$ cat src/rtl/mem_arbiter_n.sv
// N-port memory arbiter: grants one eligible requester and issues a one-cycle command strobe.
// It then waits for valid_i and holds off for a HOLD-cycle recovery. Optional round-robin via MEM_ARB_ROUND_ROBIN_EN.
module mem_arbiter_n #(
    parameter int unsigned PORTS   = 4,
    parameter int unsigned AW      = 23,
    parameter int unsigned DW      = 16,
    parameter int unsigned HOLD    = 7,
    parameter int unsigned TIMEOUT = 63,
    localparam int unsigned MW     = DW / 8
) (
    input  logic                  clock_i,
    input  logic                  reset_i,
    output logic [AW-1:0]         adr_o,
    output logic [DW-1:0]         dat_o,
    output logic [MW-1:0]         dm_o,
    output logic                  rd_o,
    output logic                  wr_o,
    output logic                  enable_o,
    input  logic                  valid_i,
    input  logic [PORTS-1:0]      req_i,
    output logic [PORTS-1:0]      ack_o,
    input  logic [PORTS*AW-1:0]   adr_i,
    input  logic [PORTS*DW-1:0]   dat_i,
    input  logic [PORTS*MW-1:0]   dm_i,
    input  logic [PORTS-1:0]      rd_i,
    input  logic [PORTS-1:0]      wr_i,
    output logic [2:0]            gnt_id_o,
    output logic                  err_o
);

    localparam int unsigned IDW = 3;
    localparam int unsigned CW  = 8;

    typedef enum logic [1:0] {
        IDLE    = 2'd0,
        ACTIVE  = 2'd1,
        INCYCLE = 2'd2
    } state_t;

    state_t           state;
    logic [CW-1:0]    cnt;
    logic [PORTS-1:0] elig;
    logic             win_found;
    logic [IDW-1:0]   win_idx;
    logic [PORTS-1:0] win_oh;
    logic [AW-1:0]    win_adr;
    logic             win_rd;
    logic             win_wr;

    assign elig = req_i & (rd_i | wr_i);

`ifdef MEM_ARB_ROUND_ROBIN_EN
    logic [IDW-1:0] rr_ptr;
    logic [IDW-1:0] rr_next;

    // Rotate the eligible set so the search starts at rr_ptr, then map back.
    always_comb begin
        logic [2*PORTS-1:0] elig_dbl;
        logic [PORTS-1:0]   elig_rot;
        logic [IDW:0]       sum;
        win_found = 1'b0;
        win_idx   = '0;
        sum       = '0;
        elig_dbl  = {elig, elig} >> rr_ptr;
        elig_rot  = elig_dbl[PORTS-1:0];
        for (int unsigned i = 0; i < PORTS; i++) begin
            if (!win_found && elig_rot[i]) begin
                win_found = 1'b1;
                sum       = {1'b0, rr_ptr} + (IDW+1)'(i);
                if (sum >= (IDW+1)'(PORTS)) begin
                    sum = sum - (IDW+1)'(PORTS);
                end
                win_idx   = sum[IDW-1:0];
            end
        end
        rr_next = (win_idx == IDW'(PORTS - 1)) ? '0 : win_idx + IDW'(1);
    end
`else
    // Fixed priority: lowest eligible index wins.
    always_comb begin
        win_found = 1'b0;
        win_idx   = '0;
        for (int unsigned i = 0; i < PORTS; i++) begin
            if (!win_found && elig[i]) begin
                win_found = 1'b1;
                win_idx   = IDW'(i);
            end
        end
    end
`endif

    // Fetch the winner's command fields with constant indices only.
    always_comb begin
        win_oh  = '0;
        win_adr = '0;
        win_rd  = 1'b0;
        win_wr  = 1'b0;
        for (int unsigned k = 0; k < PORTS; k++) begin
            if (win_idx == IDW'(k)) begin
                win_oh[k] = 1'b1;
                win_adr   = adr_i[k*AW +: AW];
                win_rd    = rd_i[k];
                win_wr    = wr_i[k];
            end
        end
    end

    // Write data and mask follow the live grant; zero when nobody holds ack.
    always_comb begin
        dat_o = '0;
        dm_o  = '0;
        for (int unsigned k = 0; k < PORTS; k++) begin
            if (ack_o[k]) begin
                dat_o = dat_i[k*DW +: DW];
                dm_o  = dm_i[k*MW +: MW];
            end
        end
    end

    always_ff @(posedge clock_i) begin
        if (reset_i) begin
            state    <= IDLE;
            cnt      <= '0;
            ack_o    <= '0;
            adr_o    <= '0;
            gnt_id_o <= '0;
            rd_o     <= 1'b0;
            wr_o     <= 1'b0;
            enable_o <= 1'b0;
            err_o    <= 1'b0;
`ifdef MEM_ARB_ROUND_ROBIN_EN
            rr_ptr   <= '0;
`endif
        end else begin
            rd_o     <= 1'b0;
            wr_o     <= 1'b0;
            enable_o <= 1'b0;
            err_o    <= 1'b0;
            case (state)
                IDLE: begin
                    if (!valid_i && win_found) begin
                        state    <= ACTIVE;
                        ack_o    <= win_oh;
                        adr_o    <= win_adr;
                        gnt_id_o <= win_idx;
                        enable_o <= 1'b1;
                        rd_o     <= win_rd;
                        wr_o     <= win_wr & ~win_rd;
                        cnt      <= CW'(1);
`ifdef MEM_ARB_ROUND_ROBIN_EN
                        rr_ptr   <= rr_next;
`endif
                    end
                end
                ACTIVE: begin
                    if (valid_i) begin
                        state <= INCYCLE;
                        ack_o <= '0;
                        cnt   <= CW'(HOLD);
                    end else if (cnt == CW'(TIMEOUT)) begin
                        state <= IDLE;
                        ack_o <= '0;
                        err_o <= 1'b1;
                    end else begin
                        cnt <= cnt + CW'(1);
                    end
                end
                INCYCLE: begin
                    if (cnt == '0) begin
                        state <= IDLE;
                    end else begin
                        cnt <= cnt - CW'(1);
                    end
                end
                default: begin
                    state <= IDLE;
                    ack_o <= '0;
                end
            endcase
        end
    end

endmodule

$ cat config.mk
export PLATFORM = sky130hd
export DESIGN_NAME = mem_arbiter_n
export DESIGN_NICKNAME = d
export VERILOG_FILES = /design/src/rtl/mem_arbiter_n.sv
export SDC_FILE = /design/constraint.sdc
export NUM_CORES = 1
export LEC_CHECK = 0
export ABC_AREA = 1
export CAP_MARGIN = 20
export CORE_UTILIZATION = 39
export DETAILED_ROUTE_END_ITERATION = 7
export GPL_TIMING_DRIVEN = 0
export PLACE_DENSITY = 0.89
export SLEW_MARGIN = 20
export SYNTH_ARGS = -nofsm -noshare
export SYNTH_HDL_FRONTEND = slang
export SYNTH_SLANG_ARGS = --single-unit
$ cat constraint.sdc
create_clock -name clock_i -period 2.8 [get_ports clock_i]
set_clock_uncertainty 0.2 [all_clocks]
set_input_delay 0.56 -clock clock_i [delete_from_list [all_inputs] [get_ports clock_i]]
set_output_delay 0.56 -clock clock_i [all_outputs]
set_load 0.01 [all_outputs]
==> reports/metrics.csv <==
stage,metric,value,unit
place,Post-DP Area,0.005833,mm2
place,hpwl dp,11420,um
floorplanning,IO Pins,231,
clocking,Hold Buf Count CTS,0,
yosys,synth warn,0,
pwr,Max VDD drop,0.1917,mV
clocking,root buffer cell,clkbuf_8,
routing,DR WL/cell,15.74,um
pwr,total power,0.002199,W
timing,final period utilization,97.72,%
floorplanning,initial core utilization,40.88,%
timing,final worst-path setup slack,0.06398,ns
run,max_cap viols,0,
finish,final instance area,0.005959,mm2
pwr,P_leak,2.394,nW
yosys,post-synthesis cell area,0.003410,mm2
yosys,"flops & latches, synth",43,
setup_path,Worst Path Buf+Inv,2,
timing,hold slack,0.2657,ns
place,dpl ws,-0.1523,ns
routing,vias per cell,5.483,
global_route,GR Util met1,33.99,%
yosys,"Seq/Total Area, Yosys",25.25,%
clocking,CTS tree,done,
setup_path,family with the most delay on the worst path,buffers and inverters,
setup_path,CP max FO,1,
finish,Ant. Diodes,0,
routing,DRC violations left,0,
yosys,fraction of registers with async set/reset,0,%
finish,fraction of layout cells with a size suffix above 1,7.044,%
setup_path,critical path's most frequent cell,clkdlybuf4s50_1,
setup_path,Crit. End Element,output port,
pwr,power per cell area,369.0,mW/mm2
clocking,Clock transition at path regs,0.08,ns
yosys,Synth Net Count,744,
clocking,Sink Count,43,
floorplanning,Die Area,0.009120,mm2
clocking,worst skew pair latency,0.29,ns
setup_path,crit-path cells,clkdlybuf4s50_1 > a221oi_1 > o31ai_1 > clkdlybuf4s50_1,
timing,RSZ-0062 raised after global routing,no,
routing,detailed-router iteration count before antenna repair,5,
setup_path,Critical Path RT,2.04,ns
timing,Final Hold Violating Endpoints,0,
finish,NumNets Final,980,
global_route,All-Layer GR Usage,29.78,%
timing,Slew @ Worst Pin,0.5803,ns
global_route,total grt overflow,0,
global_route,GR peak layer,met2,
yosys,cells after synthesis,559,
yosys,number of enable flip-flop cells after synthesis,0,
global_route,initial antenna violation count,0,
setup_path,WS Path Type,in -> out,
clocking,Num CTS Buffers,5,
place,port buffer count,229,
timing,Final min period,2.736,ns
routing,Detail Route Antenna Nets,0,
floorplanning,die width,95.50,um
global_route,vias in the first global route,4663,
place,GPL Wtd Cong,0.9258,
global_route,largest net degree at the start of global routing,13,
yosys,share of the synthesized area in the top cell type,25.25,%
timing,f_max,0.3655,GHz
routing,vias,4935,
global_route,met2 usage,53.93,%
yosys,leading area contributor after synthesis,dfxtp_1,
clocking,H-Tree Depth,2,
timing,max-slew violations,0,
timing,Setup Viol. Count Final,0,
floorplanning,row count,33,
global_route,grt met3 use,6.858,%
hold_path,Worst Hold Class,reg -> reg,
yosys,Yosys cell types,35,
setup_path,CP Launch Type,primary input,
setup_path,CP max stage delay,0.58,ns
setup_path,"Data arrival, critical path",1.98,ns
setup_path,slowest stage cell on the critical path,clkdlybuf4s50_1,
floorplanning,Die Y,95.50,um
timing,Worst slew margin,61.32,%
yosys,top-count cell post-synth,nand2_1,
yosys,"Avg Cell Area, Syn",6.099,um2
yosys,most common flop cell mapped by yosys,dfxtp_1,
clocking,Max Root-Sink Buffers,2,
run_status,status,"complete, no violations",
floorplanning,CORE AREA,0.008341,mm2
routing,final wirelength,14160,um
routing,initial drt markers,262,
yosys,Synth top cells by count,"137 x nand2_1, 83 x nor2_1, 77 x nand3_1",
yosys,Synth area leaders,"dfxtp_1 25%, nand2_1 15%, nand3_1 11%",
global_route,global-route wire length before repair,21320,um
finish,area grow syn2layout,74.79,%
[placed cells by master (no fill, tap or decap), types with 2 or more instances in the layout]
master             n
a221oi_1          18
inv_2              3
clkbuf_8           6
nor2_1            82
nand4_1            7
dfxtp_1           42
nand2_2            4
nand3_1           77
buf_4              7
nand3b_1           2
inv_1             24
nor2_4             2
dlygate4sd2_1      7
clkdlybuf4s50_1  217
clkbuf_1          10
o21ai_0           12
o21ai_2            2
o211ai_1          22
clkbuf_2           3
ha_1               6
o31ai_1           18
nand2_1          137
dlymetal6s2s_1     5
buf_2             12
clkbuf_4           5
clkinv_2           2
a21oi_1           45
nor2_2             4
[report_power, final]
part	switching, W	internal (W)
combinational	0.000523	0.000578
sequential	0.0000338	0.000662
clock	0.000208	0.000194
[path summary, 6_finish.rpt]
| path | slack [ns] | start | endpoint | depth (start not counted) |
|---|---|---|---|---|
| max | 0.06 | dat_i[19] | dat_o[3] | 4 |
| min | 0.27 | adr_o[19]$_SDFFE_PP0N_ | adr_o[19]$_SDFFE_PP0N_ | 2 |
| max reg2reg | 0.54 | cnt[0]$_SDFFE_PP0P_ | cnt[6]$_SDFFE_PP0P_ | 9 |
| min reg2reg | 0.27 | adr_o[19]$_SDFFE_PP0N_ | adr_o[19]$_SDFFE_PP0N_ | 2 |
[worst reg2reg max path, cell delays in order, from the launching register on]
cell and delay (ns):
dfxtp_1 0.42, clkinv_1 0.25, ha_1 0.33, nand2_1 0.10, nor2_1 0.06, nand4_1 0.08, nand3_1 0.10, a21oi_1 0.39
nand2_1 0.10, a21oi_1 0.15
[state kept, by name (all words and copies together) (netlist names)]
name / flops
gnt_id_o: 2
cnt: 8
enable_o: 1
state: 2
adr_o: 23
rd_o: 1
wr_o: 1
ack_o: 4
err_o: 1
[metal layers]
metal	vias up	wire length, um
li1	2386	-
met1	2263	5280
met2	251	7216
met3	35	1315
met4	0	352
met5	-	0
[kinds of logic after synthesis]
family | Yosys count | synth area share (%)
fa+ha+maj | 6 | 2.202
compound gates | 120 | 23.16
simple gates | 322 | 40.55
other cells | 1 | 0.1100
flops | 43 | 25.25
buf+inv | 67 | 8.734
[area by class of cell]
type / instances / area, um2
Clock buffer: 6 / 82.58
Timing Repair Buffer: 230 / 2303
Tap cell: 105 / 131.4
Inverter: 29 / 110.1
Sequential cell: 43 / 862.1
Buffer: 37 / 206.4
Clock inverter: 1 / 5.005
Multi-Input combinational cell: 449 / 2258
Fill cell: 676 / 2381
[timing repair]
| action | in CTS | in global routing |
|---|---|---|
| pin swaps | 1 | 0 |
| gates resized for setup | 21 | 8 |
| endpoints found under the setup margin | 18 | 11 |
| setup buffers | 1 | 0 |
[metrics by stage]
stage | cells | TNS, ns | util (%)
6_report | 900 | 0 | 71.45
5_1_grt | 900 | 0 | 71.45
4_1_cts | 901 | 0 | 71.30
3_5_place_dp | 893 | -0.9789 | 69.94
3_3_place_gp | 893 | -0.9069 | 69.94
2_1_floorplan | 559 | 0 | -
No activity file was read; power rests on OpenSTA's default activity.
